$ cat src/rtl/game_reaction_multi.sv
// -----------------------------------------------------------------------------
// game_reaction_multi
//
// This is a multi-round reaction game with NUM_BTNS buttons. Each round runs in
// this order:
//   WAIT   : the display is blank. The wait length is BASE_DELAY + rnd*STEP_DELAY.
//   SHOW   : a target from 1 to NUM_BTNS is shown, and the round waits for a press.
//   RESULT : the round result (right, wrong/miss, or early) is held for a while.
// After ROUNDS rounds the match ends in OVER. Any press in OVER starts a new
// match.
//
// Optional feature: define GAME_BEST_TIME_EN to track the fastest correct
// reaction time of the match on best_time. When it is not defined, best_time
// is tied to 0.
//
// Ports:
//   clk         system clock
//   reset_n     asynchronous active-low reset
//   btn         synchronised, debounced buttons, active-high; btn[i] = target i+1
//   rnd         4-bit random digit
//   value       display code: 0 blank, 1..9 target, 10 right, 11 wrong/miss,
//               12 early, 13 over
//   score       number of correct rounds in this match (saturates at 15)
//   react_time  SHOW cycles counted up to the last correct press
//   round_done  one-cycle pulse on every entry to RESULT
//   game_over   high while in OVER
//   best_time   fastest correct react_time in this match (all ones = none yet)
// -----------------------------------------------------------------------------
module game_reaction_multi #(
  parameter int NUM_BTNS    = 4,
  parameter int CNT_W       = 28,
  parameter int BASE_DELAY  = 10_000_000,
  parameter int STEP_DELAY  = 10_000_000,
  parameter int RESULT_TIME = 10_000_000,
  parameter int TIMEOUT     = 50_000_000,
  parameter int ROUNDS      = 5
) (
  input  logic                clk,
  input  logic                reset_n,
  input  logic [NUM_BTNS-1:0] btn,
  input  logic [3:0]          rnd,
  output logic [3:0]          value,
  output logic [3:0]          score,
  output logic [CNT_W-1:0]    react_time,
  output logic                round_done,
  output logic                game_over,
  output logic [CNT_W-1:0]    best_time
);

  typedef enum logic [1:0] {
    S_WAIT   = 2'd0,
    S_SHOW   = 2'd1,
    S_RESULT = 2'd2,
    S_OVER   = 2'd3
  } state_e;

  localparam logic [3:0]       V_BLANK    = 4'd0;
  localparam logic [3:0]       V_RIGHT    = 4'd10;
  localparam logic [3:0]       V_WRONG    = 4'd11;
  localparam logic [3:0]       V_EARLY    = 4'd12;
  localparam logic [3:0]       V_OVER     = 4'd13;
  localparam logic [CNT_W-1:0] TIMEOUT_C  = CNT_W'(TIMEOUT);
  localparam logic [CNT_W-1:0] RES_LAST_C = CNT_W'(RESULT_TIME - 1);
  localparam logic [3:0]       LAST_RND_C = 4'(ROUNDS - 1);

  state_e              state_q, state_d;
  logic [CNT_W-1:0]    cnt_q, cnt_d;
  logic [CNT_W-1:0]    thr_q, thr_d;
  logic                latch_q, latch_d;
  logic [NUM_BTNS-1:0] btn_q;
  logic [NUM_BTNS-1:0] tmask_q, tmask_d;
  logic [3:0]          round_q, round_d;
  logic [3:0]          value_q, value_d;
  logic [3:0]          score_q, score_d;
  logic [CNT_W-1:0]    react_q, react_d;
  logic                round_done_q, round_done_d;
  logic                game_over_q, game_over_d;

  logic [NUM_BTNS-1:0] press_w;
  logic                any_press;
  logic [CNT_W-1:0]    thr_calc;
  logic [CNT_W-1:0]    thr_now;
  logic [CNT_W-1:0]    cnt_inc;
  logic [3:0]          tgt_calc;
  logic [NUM_BTNS-1:0] mask_calc;
  logic                correct_press;
  logic                leave_over;

  // Only rising edges count as presses, so a held button never fires again.
  assign press_w   = btn & ~btn_q;
  assign any_press = |press_w;

  assign thr_calc  = CNT_W'(BASE_DELAY) + CNT_W'(rnd) * CNT_W'(STEP_DELAY);
  // latch_q marks the first WAIT cycle. On that cycle the register does not
  // hold the new threshold yet, so the freshly computed value is compared.
  assign thr_now   = latch_q ? thr_calc : thr_q;
  assign cnt_inc   = (&cnt_q) ? cnt_q : cnt_q + 1'b1;

  assign tgt_calc  = 4'((32'(rnd) % NUM_BTNS) + 1);
  assign mask_calc = {{(NUM_BTNS-1){1'b0}}, 1'b1} << (tgt_calc - 4'd1);

  // The press must be equal to the one-hot target mask. This rejects both a
  // wrong button and several buttons rising in the same cycle.
  assign correct_press = (state_q == S_SHOW) && any_press && (press_w == tmask_q);
  assign leave_over    = (state_q == S_OVER) && any_press;

  always_comb begin
    state_d      = state_q;
    cnt_d        = cnt_inc;
    thr_d        = thr_now;
    latch_d      = 1'b0;
    tmask_d      = tmask_q;
    round_d      = round_q;
    value_d      = value_q;
    score_d      = score_q;
    react_d      = react_q;
    round_done_d = 1'b0;
    game_over_d  = game_over_q;

    case (state_q)
      S_WAIT: begin
        value_d = V_BLANK;
        if (any_press) begin
          state_d      = S_RESULT;
          cnt_d        = '0;
          value_d      = V_EARLY;
          round_done_d = 1'b1;
        end else if (cnt_q == thr_now) begin
          state_d = S_SHOW;
          cnt_d   = '0;
          tmask_d = mask_calc;
          value_d = tgt_calc;
        end
      end

      S_SHOW: begin
        if (any_press) begin
          state_d      = S_RESULT;
          cnt_d        = '0;
          round_done_d = 1'b1;
          if (correct_press) begin
            value_d = V_RIGHT;
            score_d = (score_q == 4'hF) ? score_q : score_q + 4'd1;
            react_d = cnt_q;
          end else begin
            value_d = V_WRONG;
          end
        end else if (cnt_q == TIMEOUT_C) begin
          state_d      = S_RESULT;
          cnt_d        = '0;
          value_d      = V_WRONG;
          round_done_d = 1'b1;
        end
      end

      S_RESULT: begin
        if (cnt_q == RES_LAST_C) begin
          cnt_d   = '0;
          round_d = round_q + 4'd1;
          if (round_q == LAST_RND_C) begin
            state_d     = S_OVER;
            value_d     = V_OVER;
            game_over_d = 1'b1;
          end else begin
            state_d = S_WAIT;
            latch_d = 1'b1;
            value_d = V_BLANK;
          end
        end
      end

      S_OVER: begin
        value_d = V_OVER;
        if (leave_over) begin
          state_d     = S_WAIT;
          cnt_d       = '0;
          latch_d     = 1'b1;
          value_d     = V_BLANK;
          game_over_d = 1'b0;
          score_d     = '0;
          react_d     = '0;
          round_d     = '0;
        end
      end

      default: begin
        state_d     = S_WAIT;
        cnt_d       = '0;
        latch_d     = 1'b1;
        value_d     = V_BLANK;
        game_over_d = 1'b0;
      end
    endcase
  end

  always_ff @(posedge clk or negedge reset_n) begin
    if (!reset_n) begin
      state_q      <= S_WAIT;
      cnt_q        <= '0;
      thr_q        <= '0;
      latch_q      <= 1'b1;
      btn_q        <= '0;
      tmask_q      <= '0;
      round_q      <= '0;
      value_q      <= V_BLANK;
      score_q      <= '0;
      react_q      <= '0;
      round_done_q <= 1'b0;
      game_over_q  <= 1'b0;
    end else begin
      state_q      <= state_d;
      cnt_q        <= cnt_d;
      thr_q        <= thr_d;
      latch_q      <= latch_d;
      btn_q        <= btn;
      tmask_q      <= tmask_d;
      round_q      <= round_d;
      value_q      <= value_d;
      score_q      <= score_d;
      react_q      <= react_d;
      round_done_q <= round_done_d;
      game_over_q  <= game_over_d;
    end
  end

`ifdef GAME_BEST_TIME_EN
  logic [CNT_W-1:0] best_q, best_d;

  // On a correct press the new react_time is cnt_q, so cnt_q is compared directly.
  always_comb begin
    best_d = best_q;
    if (leave_over) begin
      best_d = '1;
    end else if (correct_press && (cnt_q < best_q)) begin
      best_d = cnt_q;
    end
  end

  always_ff @(posedge clk or negedge reset_n) begin
    if (!reset_n) begin
      best_q <= '1;
    end else begin
      best_q <= best_d;
    end
  end

  assign best_time = best_q;
`else
  assign best_time = '0;
`endif

  assign value      = value_q;
  assign score      = score_q;
  assign react_time = react_q;
  assign round_done = round_done_q;
  assign game_over  = game_over_q;

endmodule

$ cat config.mk
export PLATFORM = sky130hd
export DESIGN_NAME = game_reaction_multi
export DESIGN_NICKNAME = d
export VERILOG_FILES = /design/src/rtl/game_reaction_multi.sv
export SDC_FILE = /design/constraint.sdc
export NUM_CORES = 1
export LEC_CHECK = 0
export CAP_MARGIN = 20
export CORE_ASPECT_RATIO = 0.6
export CORE_MARGIN = 2
export CORE_UTILIZATION = 35
export DETAILED_ROUTE_END_ITERATION = 6
export SLEW_MARGIN = 20
export SYNTH_ARGS = -nofsm -noshare
export SYNTH_HDL_FRONTEND = slang
export SYNTH_SLANG_ARGS = --single-unit
$ cat constraint.sdc
create_clock -name clk -period 3.19 [get_ports clk]
set_input_delay 0.4785 -clock clk [delete_from_list [all_inputs] [get_ports clk]]
set_output_delay 0.4785 -clock clk [all_outputs]
set_load 0.02 [all_outputs]
Word level (Yosys, flattened, before mapping):

Cells that the tools add are included.

* register bits after elaboration: 109
* word-level logic and storage cells: 104
* output and inout bits: 66
* input port bits: 10

* $mul: 1
* eq/ne operators: 17
* mux-type cells: 49
* reductions and logical operators: 15
* $add $sub $neg: 6
* shift operators: 1
* bitwise operators: 3

Operators with widths (number)
* 28-bit two-way mux: 11
* 28-bit case mux with 4 select lines: 1
* 28-bit case mux with 2 select lines: 1
* 4-bit two-way mux: 11
* 24-bit by 28-bit adder with 28-bit output (first input constant): 1
* 28-bit by 1-bit adder with 28-bit output (second input constant): 1
* 28-bit by 24-bit equality test with 1-bit output (second input constant): 1
* 28-bit by 26-bit equality test with 1-bit output (second input constant): 1
* 28-bit equality test: 1
* 28-bit AND reduction: 1
* 4-bit by 17-bit multiplier with 21-bit output (second input constant): 1
* 4-bit case mux with 2 select lines: 2
* 4-bit case mux with 4 select lines: 1
* 2-bit two-way mux: 7
* 2-bit inequality test (second input constant): 6
* 4-bit AND reduction: 3
* 1-bit two-way mux: 10
* 4-bit by 1-bit adder with 4-bit output (second input constant): 2
* 2-bit case mux with 4 select lines: 1
* 1-bit case mux with 2 select lines: 3
* 3-bit AND reduction: 2
* 5-bit AND reduction: 1
* 4-bit bitwise AND: 1
* 2-bit equality test (second input constant): 2
* other kinds (17): 20

Depth between registers and ports, before layout:

Gate-level depths: netlist (run 1).

* depth after elaboration: 8
* gate-level depth with buffers: 21
* gate-level depth less buffers: 16

Worst setup path before layout (run 1):

Ideal clock, no wire load.

* kind: input to register
* start: input rnd[2]
* end: register tmask_q[3]
* data arrival time: 4.850 ns
* data required time: 3.065 ns
* setup time: 0.125 ns
* buffers on the path: 1
* setup slack: -1.785 ns
* stages: 17
* cell sequence: buf_2 inv_1 ha_1 inv_1 fa_1 ha_1 o211ai_1 o211a_2 o31a_1 xnor2_1 nand2_1 a221oi_1 xnor2_1 mux2i_1 a211o_1 or4_4 mux2_4

* longest elaborated chain between the ends: 5

Ends and longest elaborated chain
* start, declared: line 41 `input logic [3:0] rnd,`
* 4-bit by 17-bit multiplier with 21-bit output: line 93 `assign thr_calc = CNT_W'(BASE_DELAY) + CNT_W'(rnd) * CNT_W'(STEP_DELAY);`
* 24-bit by 28-bit adder with 28-bit output: line 93
* 28-bit two-way mux: line 96 `assign thr_now = latch_q ? thr_calc : thr_q;`
* 28-bit equality test: line 128 `end else if (cnt_q == thr_now) begin`
* 3-bit AND reduction (no source line)
* end signal, assigned: line 216 `tmask_q <= tmask_d;`
* end, declared: line 71 `logic [NUM_BTNS-1:0] tmask_q, tmask_d;`

Every way passes these cells.
A chain may end at the register's enable or synchronous reset.

Worst setup path after layout (run 1):

* start: input rnd[3]
* end: register tmask_q[3]

* longest elaborated chain between the ends: 5

Ends and longest elaborated chain
* 4-bit by 17-bit multiplier with 21-bit output: line 93
* 24-bit by 28-bit adder with 28-bit output: line 93
* 28-bit two-way mux: line 96
* named net thr_d[24]: line 68 `logic [CNT_W-1:0] thr_q, thr_d;`
* 28-bit equality test: line 128
* 3-bit AND reduction (no source line)

The timed path passes the listed nets, and every way through them passes these cells.

==> key figures, run 1 <==
Status
  • Status: finished with violations
  • Failing checks: setup timing

Yosys
  • Synth Area in Adders: 0.0579
  • Yosys warning count: 0
  • Synth Area in Compound Gates: 0.192
  • Mux cell area share after synthesis: 0.0258
  • Distinct cells, synth: 77
  • Post-synth top cells: dfrtp_1 (108), nand2_1 (106), o21ai_0 (67)
  • Post-synth EDFFs: 0
  • Biggest area consumer among synthesized cells: dfrtp_1
  • Xor and xnor fraction of the mapped netlist area: 0.0973
  • Syn Inst Count: 909
  • Register bit total from synthesis: 109
  • Largest family of logic cells by synthesized area: simple AND/OR/NAND/NOR gates
  • Sequential share of the synthesized area: 0.349
  • Top-count cell post-synth: dfrtp_1
  • Synth area leaders: dfrtp_1 (35%), xnor2_1 (5.7%), ha_1 (5.3%)
  • Simple-gate share of the synthesized area: 0.205
  • Primary FF master, synth: dfrtp_1
  • Async S/R FF share, synth: 1.00
  • Post-Syn Area per Cell: 8.60 um2
  • Mapped cell area: 0.00782 mm2
  • Area share of the largest cell type after synthesis: 0.346

Pwr
  • Leakage: 4.55 nW
  • PD cells: 480 mW/mm2
  • Max VDD drop: 0.000253 V

STA
  • Final hold violations: 0
  • Fin crit period: 4.60 ns
  • Final setup margin: -1.41 ns
  • Final-report max-slew violation count: 0
  • Final setup skew: 0.0117 ns
  • Worst-Margin Slew: 0.594 ns
  • Final setup viols: 42
  • RSZ-0062 raised after global routing: true
  • FMAX: 0.217 GHz
  • Tcrit/Tclk final: 1.44
  • Max-slew headroom: 0.604

Clock tree
  • Clock buffer count from CTS: 9
  • Clock transition at path regs: 0.06 ns
  • CTS tree: done
  • Clock buffer depth: 2
  • Clock Sinks: 109
  • H-tree Lvls: 3
  • Worst-Skew Late Latency: 0.36 ns
  • Root buffer selected by CTS: clkbuf_16

Final layout
  • N_diodes: 0
  • Area Growth Syn to Fin: 39.3%
  • Layout cells sized above 1: 0.303
  • FF/Latch Area: 0.00273 mm2
  • Design area: 0.0109 mm2
  • Final Net Count: 1125
  • Multi-input gate area: 0.00544 mm2
  • # fillers: 2023

Detailed routing
  • Total number of vias: 7290
  • WL met3: 1430 um
  • Final wirelength: 24400 um
  • M1 wire length: 12500 um
  • Vias/cell: 5.32
  • DR top layer: met4
  • Met2 Routed Length: 10200 um
  • DR iter-0 viols: 486
  • Drt pass-1 iters: 4
  • Antenna viol nets, final: 0
  • DRC violations left: 0
  • Per-cell routed wire length: 17.8 um

Global routing
  • Largest net degree at the start of global routing: 58
  • GRT Overall Usage: 0.207
  • Initial antenna violation count: 0
  • Number of global-route vias before repair: 7032
  • Global-route wire length before repair: 38300 um
  • GRT overflow: 0

Setup path
  • Critical Path Slowest Stage Cell: or4_4
  • CP required: 3.43 ns
  • R2r endpoint: cnt_q[17]
  • Cells on worst reg2reg path: 12
  • Cells along the critical path: buf_8 -> buf_6 -> ha_4 -> inv_4 -> fa_2 -> ha_4 -> o211ai_1 -> o211a_2 -> buf_6 -> o31ai_4 -> xor2_2 -> nor2_2 -> a221o_1 -> a31oi_4 -> xnor2_2 -> a211o_1 -> or4_4 -> mux2_4
  • Reg2Reg Setup Slack: -0.21 ns
  • Delay-heaviest family, CP: compound AO/OA/AOI/OAI gates
  • Critical path buffers and inverters: 4
  • Crit Path Max Fanout: 7
  • Critical Path Sink Type: register
  • Critical path startpoint category: input pin
  • Critical Path AT: 4.84 ns
  • Crit path largest cell delay: 0.51 ns
  • Origin of the critical flop-to-flop path: cnt_q[17]
  • Worst Setup Path Type: input pin to register

Floorplanning
  • Num rows: 42
  • Die Y: 120 um
  • Starting Density: 0.356
  • Die width: 197 um
  • I/O pin total: 76
  • Die area: 0.0236 mm2
  • Core area: 0.0220 mm2

Placement
  • Number of I/O port buffers: 47
  • Dpl ws: -2.33 ns
  • Placed instance area: 0.00963 mm2
  • Post-DP HPWL: 17400 um
  • GP Congestion: 0.882

Job
  • Maxcap violations: 0

Min path
  • Hold Path Class: input pin to asynchronous set/reset pin
flip-flops by register name (all words and copies together) (netlist names), 2 cells and up:
| signal | cells |
|---|---|
| cnt_q | 28 |
| react_time | 28 |
| thr_q | 28 |
| btn_q | 4 |
| round_q | 4 |
| score | 4 |
| tmask_q | 4 |
| value | 4 |
| state_q | 2 |
worst max-delay path by stage:
stage	startpoint	end	slack (ns)	cells past startpoint
after CTS	rnd[3]	tmask_q[3]	-1.32	17
after floorplan	rnd[2]	tmask_q[3]	-1.33	18
after detailed placement	rnd[1]	tmask_q[0]	-2.33	20
after global placement	rnd[1]	cnt_q[24]	-2.10	21
after global routing	rnd[3]	tmask_q[3]	-1.50	18
final	rnd[3]	tmask_q[3]	-1.41	18
cells in the final DEF (no fill, tap or decap), types with 9 or more instances in the layout:
cell | Yosys | final
buf_4 | 31 | 163
xor2_1 | 34 | 32
conb_1 | 1 | 28
dfrtp_1 | 108 | 108
clkbuf_16 | 0 | 9
ha_4 | 0 | 9
clkdlybuf4s50_1 | 0 | 42
nand3_1 | 38 | 35
nand2_1 | 106 | 105
inv_1 | 28 | 24
xnor2_1 | 51 | 45
nand4_1 | 19 | 19
buf_6 | 0 | 9
nor2_1 | 60 | 56
o21bai_1 | 21 | 21
o21ai_0 | 67 | 55
ha_1 | 33 | 24
a21oi_1 | 29 | 24
o31ai_4 | 2 | 20
nor2b_1 | 15 | 15
a31oi_1 | 11 | 9
o21ai_2 | 0 | 9
kinds of logic (layout without fill, tap and decap cells):
| logic type | count (synthesis) | after routing |
|---|---|---|
| AND/OR/NAND/NOR | 321 | 321 |
| AO/OA/AOI/OAI | 220 | 220 |
| buffers and inverters | 119 | 267 |
| flip-flops | 109 | 109 |
| XOR/XNOR | 86 | 86 |
| adder cells (fa/ha/maj) | 35 | 35 |
| multiplexers | 18 | 18 |
| other | 1 | 28 |
area by class of cell:
| type | count | share of cell area |
|---|---|---|
| clock buffers | 11 | 0.0214 |
| clock inverters | 4 | 0.00897 |
| inverters | 29 | 0.0107 |
| flip-flops and latches | 109 | 0.251 |
| well taps | 286 | 0.0329 |
| repair buffers | 223 | 0.176 |
| multi-input cells | 708 | 0.500 |
what timing repair did:
action,in CTS,in global routing
hold buffers,0,0
gates resized for setup,91,74
setup buffers,18,6
pin swaps,34,50
cloned,3,0
endpoints found under the setup margin,50,46
where the power goes:
group	leakage, nW	total [mW]	switching, mW	internal [mW]
combinational	2.99	2.18	1.10	1.08
sequential	1.40	1.77	0.223	1.55
clock	0.156	1.27	0.506	0.764
stage by stage:
stage	util	TNS (ns)	instances	hold WS (ns)	power, mW
floorplan	-	-43.23	936	0.183	2.87
global placement	0.438	-85.54	1333	0.469	3.54
detailed placement	0.438	-94.41	1333	0.470	3.57
CTS	0.478	-45.78	1367	0.120	5.03
global route	0.496	-52.67	1370	0.132	5.51
finish	0.496	-48.77	1370	0.105	5.22
per-layer routing:
layer | vias up | track usage
met1 | 3552 | 0.321
met2 | 191 | 0.280
met5 | - | 0
met3 | 30 | 0.0537
li1 | 3517 | -
met4 | 0 | 0.0498
Power figures use the tool's default switching activity.
==> run 2, diff against run 1 <==
--- a/config.mk
+++ b/config.mk
@@ -10,6 +10,7 @@
 export CORE_MARGIN = 2
 export CORE_UTILIZATION = 35
 export DETAILED_ROUTE_END_ITERATION = 6
+export HOLD_SLACK_MARGIN = 0.05
 export SLEW_MARGIN = 20
 export SYNTH_ARGS = -nofsm -noshare
 export SYNTH_HDL_FRONTEND = slang
==> results of run 2 <==
Same layout as run 1: the final DEF is identical, and so are final timing and power.
==> run 3, diff against run 2 <==
--- a/config.mk
+++ b/config.mk
@@ -11,7 +11,7 @@
 export CORE_UTILIZATION = 35
 export DETAILED_ROUTE_END_ITERATION = 6
 export HOLD_SLACK_MARGIN = 0.05
-export SLEW_MARGIN = 20
+export SLEW_MARGIN = 15
 export SYNTH_ARGS = -nofsm -noshare
 export SYNTH_HDL_FRONTEND = slang
 export SYNTH_SLANG_ARGS = --single-unit
==> results of run 3 <==
Same layout as run 1: the final DEF is identical, and so are final timing and power.
